`src/rtl/dbg_regfile_port.sv`:
```
// rtl/dbg_regfile_port.sv - debug initiator sharing the integer register file port with the core
//
// Ports:
//   clk, rst          clock; synchronous active-low reset
//   halted            core halted and pipeline drained
//   core_*            core pipeline register file requests (read port 1, write port)
//   rf_*              muxed register file port; rf_rdata1 returns combinationally
//   req_*             debug command: valid/ready, write flag, register index, write data
//   resp_*            debug response: valid/ready, read data, error flag
module dbg_regfile_port #(
    parameter int NREGS = 32,
    parameter int XLEN  = 32
) (
    input  logic                     clk,
    input  logic                     rst,
    input  logic                     halted,
    input  logic                     core_rden1,
    input  logic [$clog2(NREGS)-1:0] core_raddr1,
    input  logic                     core_wren,
    input  logic [$clog2(NREGS)-1:0] core_waddr,
    input  logic [XLEN-1:0]          core_wdata,
    output logic                     rf_rden1,
    output logic [$clog2(NREGS)-1:0] rf_raddr1,
    output logic                     rf_wren,
    output logic [$clog2(NREGS)-1:0] rf_waddr,
    output logic [XLEN-1:0]          rf_wdata,
    input  logic [XLEN-1:0]          rf_rdata1,
    input  logic                     req_valid,
    output logic                     req_ready,
    input  logic                     req_write,
    input  logic [$clog2(NREGS)-1:0] req_addr,
    input  logic [XLEN-1:0]          req_wdata,
    output logic                     resp_valid,
    input  logic                     resp_ready,
    output logic [XLEN-1:0]          resp_rdata,
    output logic                     resp_err
);

    localparam int AW = $clog2(NREGS);

    typedef enum logic [1:0] {
        IDLE   = 2'd0,
        ACCESS = 2'd1,
        RESP   = 2'd2
    } state_t;

    state_t          state;
    logic            cmd_write;
    logic [AW-1:0]   cmd_addr;
    logic [XLEN-1:0] cmd_wdata;
    logic            blk_drive;

    assign req_ready = (state == IDLE);

    // The port is borrowed only while halted. Gating with rst keeps a reset
    // asserted during ACCESS from letting the pending write reach the file.
    assign blk_drive = (state == ACCESS) && halted && rst;

    always_comb begin
        rf_rden1  = core_rden1;
        rf_raddr1 = core_raddr1;
        rf_wren   = core_wren;
        rf_waddr  = core_waddr;
        rf_wdata  = core_wdata;
        if (blk_drive) begin
            // Core requests are dropped in this cycle; the halted core has none.
            rf_rden1  = !cmd_write;
            rf_raddr1 = cmd_write ? '0 : cmd_addr;
            rf_wren   = cmd_write && (cmd_addr != '0);
            rf_waddr  = cmd_write ? cmd_addr : '0;
            rf_wdata  = cmd_write ? cmd_wdata : '0;
        end
    end

    always_ff @(posedge clk) begin
        if (!rst) begin
            state      <= IDLE;
            cmd_write  <= 1'b0;
            cmd_addr   <= '0;
            cmd_wdata  <= '0;
            resp_valid <= 1'b0;
            resp_rdata <= '0;
            resp_err   <= 1'b0;
        end else begin
            case (state)
                IDLE: begin
                    if (req_valid) begin
                        cmd_write <= req_write;
                        cmd_addr  <= req_addr;
                        cmd_wdata <= req_wdata;
                        state     <= ACCESS;
                    end
                end
                ACCESS: begin
                    resp_valid <= 1'b1;
                    state      <= RESP;
                    if (!halted) begin
                        resp_err   <= 1'b1;
                        resp_rdata <= '0;
                    end else if (!cmd_write) begin
                        resp_err   <= 1'b0;
                        resp_rdata <= rf_rdata1;
                    end else begin
                        // Writes, including the silently dropped x0 write, return zero data.
                        resp_err   <= 1'b0;
                        resp_rdata <= '0;
                    end
                end
                RESP: begin
                    if (resp_ready) begin
                        resp_valid <= 1'b0;
                        state      <= IDLE;
                    end
                end
                default: state <= IDLE;
            endcase
        end
    end

endmodule

```
`config.mk`:
```
export PLATFORM = sky130hd
export DESIGN_NAME = dbg_regfile_port
export DESIGN_NICKNAME = d
export VERILOG_FILES = /design/src/rtl/dbg_regfile_port.sv
export SDC_FILE = /design/constraint.sdc
export NUM_CORES = 1
export LEC_CHECK = 0
export CORE_ASPECT_RATIO = 1.75
export CORE_MARGIN = 2
export CORE_UTILIZATION = 45
export CTS_CLUSTER_SIZE = 10
export DETAILED_ROUTE_END_ITERATION = 16
export DONT_BUFFER_PORTS = 1
export PLACE_DENSITY = 0.6
export SLEW_MARGIN = 30
export SYNTH_ARGS = -nofsm -noshare
export SYNTH_HDL_FRONTEND = slang
export SYNTH_SLANG_ARGS = --single-unit
```
`constraint.sdc`:
```
create_clock -name clk -period 1.3 [get_ports clk]
set_input_delay 0.26 -clock clk [delete_from_list [all_inputs] [get_ports clk]]
set_output_delay 0.26 -clock clk [all_outputs]
set_load 0.1 [all_outputs]
```
==> results.rst, run 1 <==
.. list-table::
   :header-rows: 1

   * - Metric
     - Value
   * - Netlist Area Pre-Place
     - 3190 sq um
   * - Sequential area share after synthesis
     - 46.4%
   * - Net count after synthesis
     - 522
   * - GR Util All Layers
     - 76.0%
   * - HPWL after DPL
     - 7.29 mm
   * - Halt point of the flow
     - 5_1_grt
   * - Post-synthesis area per instance
     - 7.93 sq um
   * - Number of I/O port buffers
     - 0
   * - Total of warnings raised by yosys
     - 0
   * - Placement Setup Slack
     - -297 ps
   * - Distinct cell type count after synthesis
     - 25
   * - Pin count of the biggest net entering global routing
     - 46
   * - Worst setup endpoint after the global-route repair_timing
     - rf_wren
   * - TritonCTS buffer count
     - 9
   * - Flops & latches, synth
     - 74
   * - H-tree lvl count
     - 3
   * - Run status
     - aborted with a tool error
   * - Die height
     - 115 um
   * - Number of antenna violations at the first check in global routing
     - 1
   * - Number of clock sinks seen by CTS
     - 74
   * - Tool Error
     - [ERROR GRT-0232] Routing congestion too high. Check the congestion heatmap in the GUI.
   * - Cells after synthesis
     - 403
   * - Total grt overflow
     - 89
   * - Number of standard-cell rows in the floorplan
     - 40
   * - Effective utilization at floorplan
     - 46.6%
   * - I/O pin count
     - 198
   * - Die X
     - 67.7 um
   * - Final weighted congestion in routability-driven placement
     - 0.767
   * - Root Buffer
     - sky130_fd_sc_hd__clkbuf_16
   * - CTS Buffer Depth
     - 2
   * - Classification of the worst endpoint
     - top-level output
-- through the flow --
stage	TNS, ps	utilization [%]	instance area, sq um	hold slack [ps]	std cells
floorplan	-14470	-	3770	393	403
global placement	-17180	75.7	5190	393	561
detailed placement	-12540	75.8	5200	393	561
CTS	-54520	90.7	6220	49.2	603
-- synthesized netlist by cell type --
library cell | instances | area, sq um
sky130_fd_sc_hd__nand2_1 | 157 | 589
sky130_fd_sc_hd__nor2_2 | 1 | 6.26
sky130_fd_sc_hd__nand2b_1 | 5 | 31.3
sky130_fd_sc_hd__a21oi_1 | 2 | 10.0
sky130_fd_sc_hd__nor2b_2 | 1 | 8.76
sky130_fd_sc_hd__buf_4 | 1 | 7.51
sky130_fd_sc_hd__nor2b_1 | 2 | 12.5
sky130_fd_sc_hd__clkbuf_2 | 2 | 10.0
sky130_fd_sc_hd__and2_1 | 1 | 6.26
sky130_fd_sc_hd__or3b_1 | 1 | 8.76
sky130_fd_sc_hd__a21o_1 | 1 | 7.51
sky130_fd_sc_hd__clkbuf_1 | 15 | 56.3
sky130_fd_sc_hd__o211a_1 | 1 | 10.0
sky130_fd_sc_hd__buf_6 | 2 | 22.5
sky130_fd_sc_hd__buf_2 | 15 | 75.1
sky130_fd_sc_hd__nor2_1 | 2 | 7.51
sky130_fd_sc_hd__a21boi_1 | 20 | 150
sky130_fd_sc_hd__nor3b_2 | 1 | 12.5
sky130_fd_sc_hd__dfxtp_1 | 74 | 1480
sky130_fd_sc_hd__or4_1 | 1 | 7.51
sky130_fd_sc_hd__o21ai_0 | 46 | 230
sky130_fd_sc_hd__a21boi_0 | 18 | 135
sky130_fd_sc_hd__inv_1 | 1 | 3.75
sky130_fd_sc_hd__a22o_1 | 32 | 280
sky130_fd_sc_hd__nand4b_4 | 1 | 23.8
-- kinds of logic after synthesis --
logic type / count (synthesis) / synth area share, %
flip-flops: 74 / 46.4
buffers and inverters: 36 / 5.48
AO/OA/AOI/OAI: 120 / 25.8
AND/OR/NAND/NOR: 173 / 22.4
-- layer usage --
layer / GRT overflow / GRT usage [%]
met1: 0 / 72.0
met2: 49 / 95.6
met3: 0 / 49.8
met4: 40 / 94.6
met5: 0 / 3.47
-- what timing repair did --
item	4_1_cts
endpoints found under the hold margin	0
endpoints found under the setup margin	115
pin swaps	51
hold buffers	0
gates resized for setup	124
buffers inserted	16
gates cloned	10
==> run 2, diff against run 1 <==
--- a/config.mk
+++ b/config.mk
@@ -5,13 +5,11 @@
 export SDC_FILE = /design/constraint.sdc
 export NUM_CORES = 1
 export LEC_CHECK = 0
-export CORE_ASPECT_RATIO = 1.75
 export CORE_MARGIN = 2
-export CORE_UTILIZATION = 45
-export CTS_CLUSTER_SIZE = 10
+export CORE_UTILIZATION = 30
 export DETAILED_ROUTE_END_ITERATION = 16
 export DONT_BUFFER_PORTS = 1
-export PLACE_DENSITY = 0.6
+export PLACE_DENSITY_LB_ADDON = 0.15
 export SLEW_MARGIN = 30
 export SYNTH_ARGS = -nofsm -noshare
 export SYNTH_HDL_FRONTEND = slang
==> constraint.sdc (replaced) <==
create_clock -name clk -period 1.7 [get_ports clk]
set_input_delay 0.34 -clock clk [delete_from_list [all_inputs] [get_ports clk]]
set_output_delay 0.34 -clock clk [all_outputs]
set_load 0.1 [all_outputs]
==> run 2 against run 1 <==
The flow now finishes, with violations (negative setup slack); synthesized cell count unchanged; synthesized area stayed put.
==> results.rst, run 2 <==
.. list-table::
   :header-rows: 1

   * - Metric
     - Value
   * - Netlist Area Pre-Place
     - 3190 sq um
   * - Asr flop ratio synth
     - 0%
   * - Final weighted congestion in routability-driven placement
     - 0.728
   * - Die X
     - 107 um
   * - Critical path buffers and inverters
     - 1
   * - Reg clk slew, reported paths
     - 90 ps
   * - Synth Flop Type
     - sky130_fd_sc_hd__dfxtp_1
   * - Final Max Slew Viols
     - 0
   * - EDFF count, synth
     - 0
   * - Unrepaired setup endpoints after global routing
     - true
   * - Clock latency reported for the late side of the worst-skew pair
     - 350 ps
   * - Final hold vios
     - 0
   * - Growth of design area from synthesis to finish
     - 73.3%
   * - Cell internal power dissipation
     - 0.00304 W
   * - Post-Layout Cell Count
     - 630
   * - Run status
     - finished, violations left
   * - Distinct cell type count after synthesis
     - 25
   * - Met2 wire len
     - 4.94 mm
   * - Setup TNS
     - -9430 ps
   * - Slowest Stage Delay on Critical Path
     - 550 ps
   * - Hold path depth
     - 1
   * - Worst-path maximum fanout
     - 2
   * - WL met1
     - 3.86 mm
   * - Die footprint
     - 11,500 sq um
   * - Flops & latches, synth
     - 74
   * - Final design area excluding fillers
     - 5540 sq um
   * - Post-layout power
     - 0.00483 W
   * - Endpoint of the most critical register-to-register path
     - cmd_wdata[8]
   * - HPWL after DPL
     - 7.50 mm
   * - Critical-path top delay cell
     - sky130_fd_sc_hd__or4_4
   * - Kind of end point of the critical path
     - primary output
   * - Post-route setup slack
     - -271 ps
   * - Sequential area share after synthesis
     - 46.4%
   * - Avg WL per Cell
     - 15.7 um
   * - Critical Path, Cell by Cell
     - or4_4 > o21ai_4 > o21ai_4 > buf_12
   * - Number of I/O port buffers
     - 0
   * - Total of warnings raised by yosys
     - 0
   * - Vias per cell
     - 4.85
   * - TritonCTS buffer count
     - 9
   * - Number of clock sinks seen by CTS
     - 74
   * - Iteration-0 DRC count of the detailed router
     - 106
   * - Setup crit start kind
     - register
   * - Placement Setup Slack
     - -1.16 ps
   * - Antenna violation net count after detailed routing
     - 0
   * - I/O pin count
     - 198
   * - Post-synthesis area per instance
     - 7.93 sq um
   * - CP arrival
     - 1630 ps
   * - Instance area after placement
     - 5120 sq um
   * - Hold buffer count at CTS
     - 0
   * - Post-route minimum period
     - 1970 ps
   * - HP Class
     - in2reg
   * - Leakage power total
     - 2.22 nW
   * - Count of vias placed by the detailed router
     - 3,053
   * - Area share of the largest cell type after synthesis
     - 46.4%
   * - Count of endpoints failing setup in the final report
     - 44
   * - Maximum vdd drop
     - 445 uV
   * - Root Buffer
     - sky130_fd_sc_hd__clkbuf_8
   * - Worst Reg-to-Reg Cells
     - 5
   * - Instance count after placement with tap cells included
     - 608
   * - Clock skew
     - 10.6 ps
   * - Switching portion of total power
     - 37.1%
   * - Number of nets in the final layout
     - 608
   * - Most common cell type on the critical path
     - sky130_fd_sc_hd__o21ai_4
   * - MaxCap Viol Count
     - 0
   * - CP Class
     - reg2out
   * - Reg-to-reg startpoint
     - state[1]
   * - Die height
     - 107 um
   * - H-tree lvl count
     - 3
   * - FF-to-FF setup slack
     - 260 ps
   * - Sequential cell fraction of total power
     - 38.5%
   * - Number of global-route vias before repair
     - 2,996
   * - Most common cell after layout, fill and taps aside
     - sky130_fd_sc_hd__nand2_1
   * - Number of standard-cell rows in the floorplan
     - 37
   * - Net count after synthesis
     - 522
   * - Data required time of the critical path
     - 1360 ps
   * - Share of the cycle needed by the critical path after routing
     - 116%
   * - Leading cell types by total area after synthesis
     - sky130_fd_sc_hd__dfxtp_1 (46%), sky130_fd_sc_hd__nand2_1 (18%), sky130_fd_sc_hd__a22o_1 (8.8%), sky130_fd_sc_hd__o21ai_0 (7.2%), sky130_fd_sc_hd__a21boi_1 (4.7%)
   * - Final routed DRC violation total
     - 0
   * - Library cell with the highest instance count after synthesis
     - sky130_fd_sc_hd__nand2_1
   * - Most frequent cells in the layout
     - sky130_fd_sc_hd__nand2_1 (131), sky130_fd_sc_hd__dfxtp_1 (70), sky130_fd_sc_hd__buf_12 (52)
   * - Slew of the pin with the lowest slew margin
     - 412 ps
   * - Global-route wire length before repair
     - 15.6 mm
   * - Share of cells above drive strength 1
     - 42.1%
   * - Violations in the final reports
     - negative setup slack
   * - Effective utilization at floorplan
     - 30.9%
   * - CTS Buffer Depth
     - 2
   * - Hold path startpoint
     - rf_rdata1[21]
   * - Top cells by count, synth
     - sky130_fd_sc_hd__nand2_1 (157), sky130_fd_sc_hd__dfxtp_1 (74), sky130_fd_sc_hd__o21ai_0 (46), sky130_fd_sc_hd__a22o_1 (32), sky130_fd_sc_hd__a21boi_1 (20)
   * - Number of antenna violations at the first check in global routing
     - 0
   * - Destination of the worst hold path
     - resp_rdata[21]
   * - Power per unit of standard cell area
     - 872 nW/um^2
   * - Combinational share of power
     - 32.3%
   * - Net switching power figure
     - 0.00179 W
   * - Sum of routed wire length over all layers
     - 9.92 mm
   * - Total iterations of the first detailed-routing run
     - 6
   * - Largest delay share family, worst path
     - simple AND/OR/NAND/NOR gates
   * - CTS tree
     - done
   * - Largest area contributor in the synthesized netlist
     - sky130_fd_sc_hd__dfxtp_1
   * - Cells after synthesis
     - 403
   * - Timing-limited maximum frequency
     - 507 MHz
   * - Largest registers
     - cmd_wdata (32), resp_rdata (32), cmd_addr (5)
   * - Total length of routed met3 wires
     - 1.02 mm
   * - Top layer used by detailed routing
     - met4
   * - Worst slew margin
     - 72.5%
   * - Clock network fraction of total power
     - 29.2%
   * - N_diodes
     - 0
   * - Core Area
     - 10,300 sq um
   * - Total grt overflow
     - 0
   * - GR Util All Layers
     - 17.4%
   * - Pin count of the biggest net entering global routing
     - 45
[run 2: cell counts after synthesis]
Identical to the previous run, type by type.
[run 2: power by group through the flow]
stage | Combinational [W] | Clock (W) | Sequential (W)
final | 0.00156 | 0.00141 | 0.00186
after global routing | 0.00163 | 0.00154 | 0.00187
after CTS | 0.00158 | 0.00147 | 0.00186
after detailed placement | 0.00154 | 0 | 0.00190
after global placement | 0.00153 | 0 | 0.00189
after floorplan | 0.000924 | 0 | 0.00207
[run 2: how the worst max path moves through the flow]
| stage | start | to | slack, ps | depth (start not counted) |
|---|---|---|---|---|
| 3_5_place_dp | cmd_addr[0] | rf_wren | -1 | 5 |
| 6_report | cmd_addr[3] | rf_wren | -270 | 4 |
| 5_1_grt | state[1] | rf_wren | -330 | 6 |
| 2_1_floorplan | rst | rf_raddr1[0] | -130 | 4 |
| 4_1_cts | cmd_addr[3] | rf_wren | -300 | 4 |
| 3_3_place_gp | cmd_addr[0] | rf_wren | -20 | 5 |
[run 2: layout make-up]
type	instances	area [sq um]
Inverter	1	3.75
Clock buffer	9	124
Multi-Input combinational cell	293	2150
Clock inverter	7	81.3
Tap cell	136	170
Sequential cell	74	1490
Fill cell	927	4790
Timing Repair Buffer	110	1520
[run 2: worst reg2reg max path, stage by stage (launching register included)]
cell                       delay (ps)
sky130_fd_sc_hd__dfxtp_2          330
sky130_fd_sc_hd__buf_4            160
sky130_fd_sc_hd__or3b_1           360
sky130_fd_sc_hd__buf_4            260
sky130_fd_sc_hd__nand2_1          120
sky130_fd_sc_hd__a21boi_0          90
[run 2: repair_timing]
| action | CTS | global route |
|---|---|---|
| resized for setup | 40 | 10 |
| buffers inserted | 6 | 1 |
| pin swaps | 3 | 1 |
| endpoints found under the hold margin | 0 | 0 |
| setup endpoints to repair | 44 | 44 |
| cloned | 2 | 0 |
[run 2: routing by layer]
| layer | vias up | global-route usage [%] |
|---|---|---|
| met3 | 8 | 6.81 |
| met5 | - | 0 |
| met1 | 1390 | 19.5 |
| met4 | 0 | 5.66 |
| met2 | 138 | 30.2 |
| li1 | 1517 | - |
[run 2: cells by family (layout without fill, tap and decap cells)]
group	Yosys count	in the layout	synth area share [%]
AND/OR/NAND/NOR	173	173	22.4
AO/OA/AOI/OAI	120	120	25.8
flip-flops	74	74	46.4
buffers and inverters	36	127	5.48
[run 2: metrics by stage]
step	hold slack [ps]	utilization (%)
after floorplan	435	-
after global placement	441	49.6
after detailed placement	445	49.6
after CTS	88.0	53.6
after global routing	76.8	53.6
final	112	53.6
Note: power is estimated with default switching activity, not from simulation.
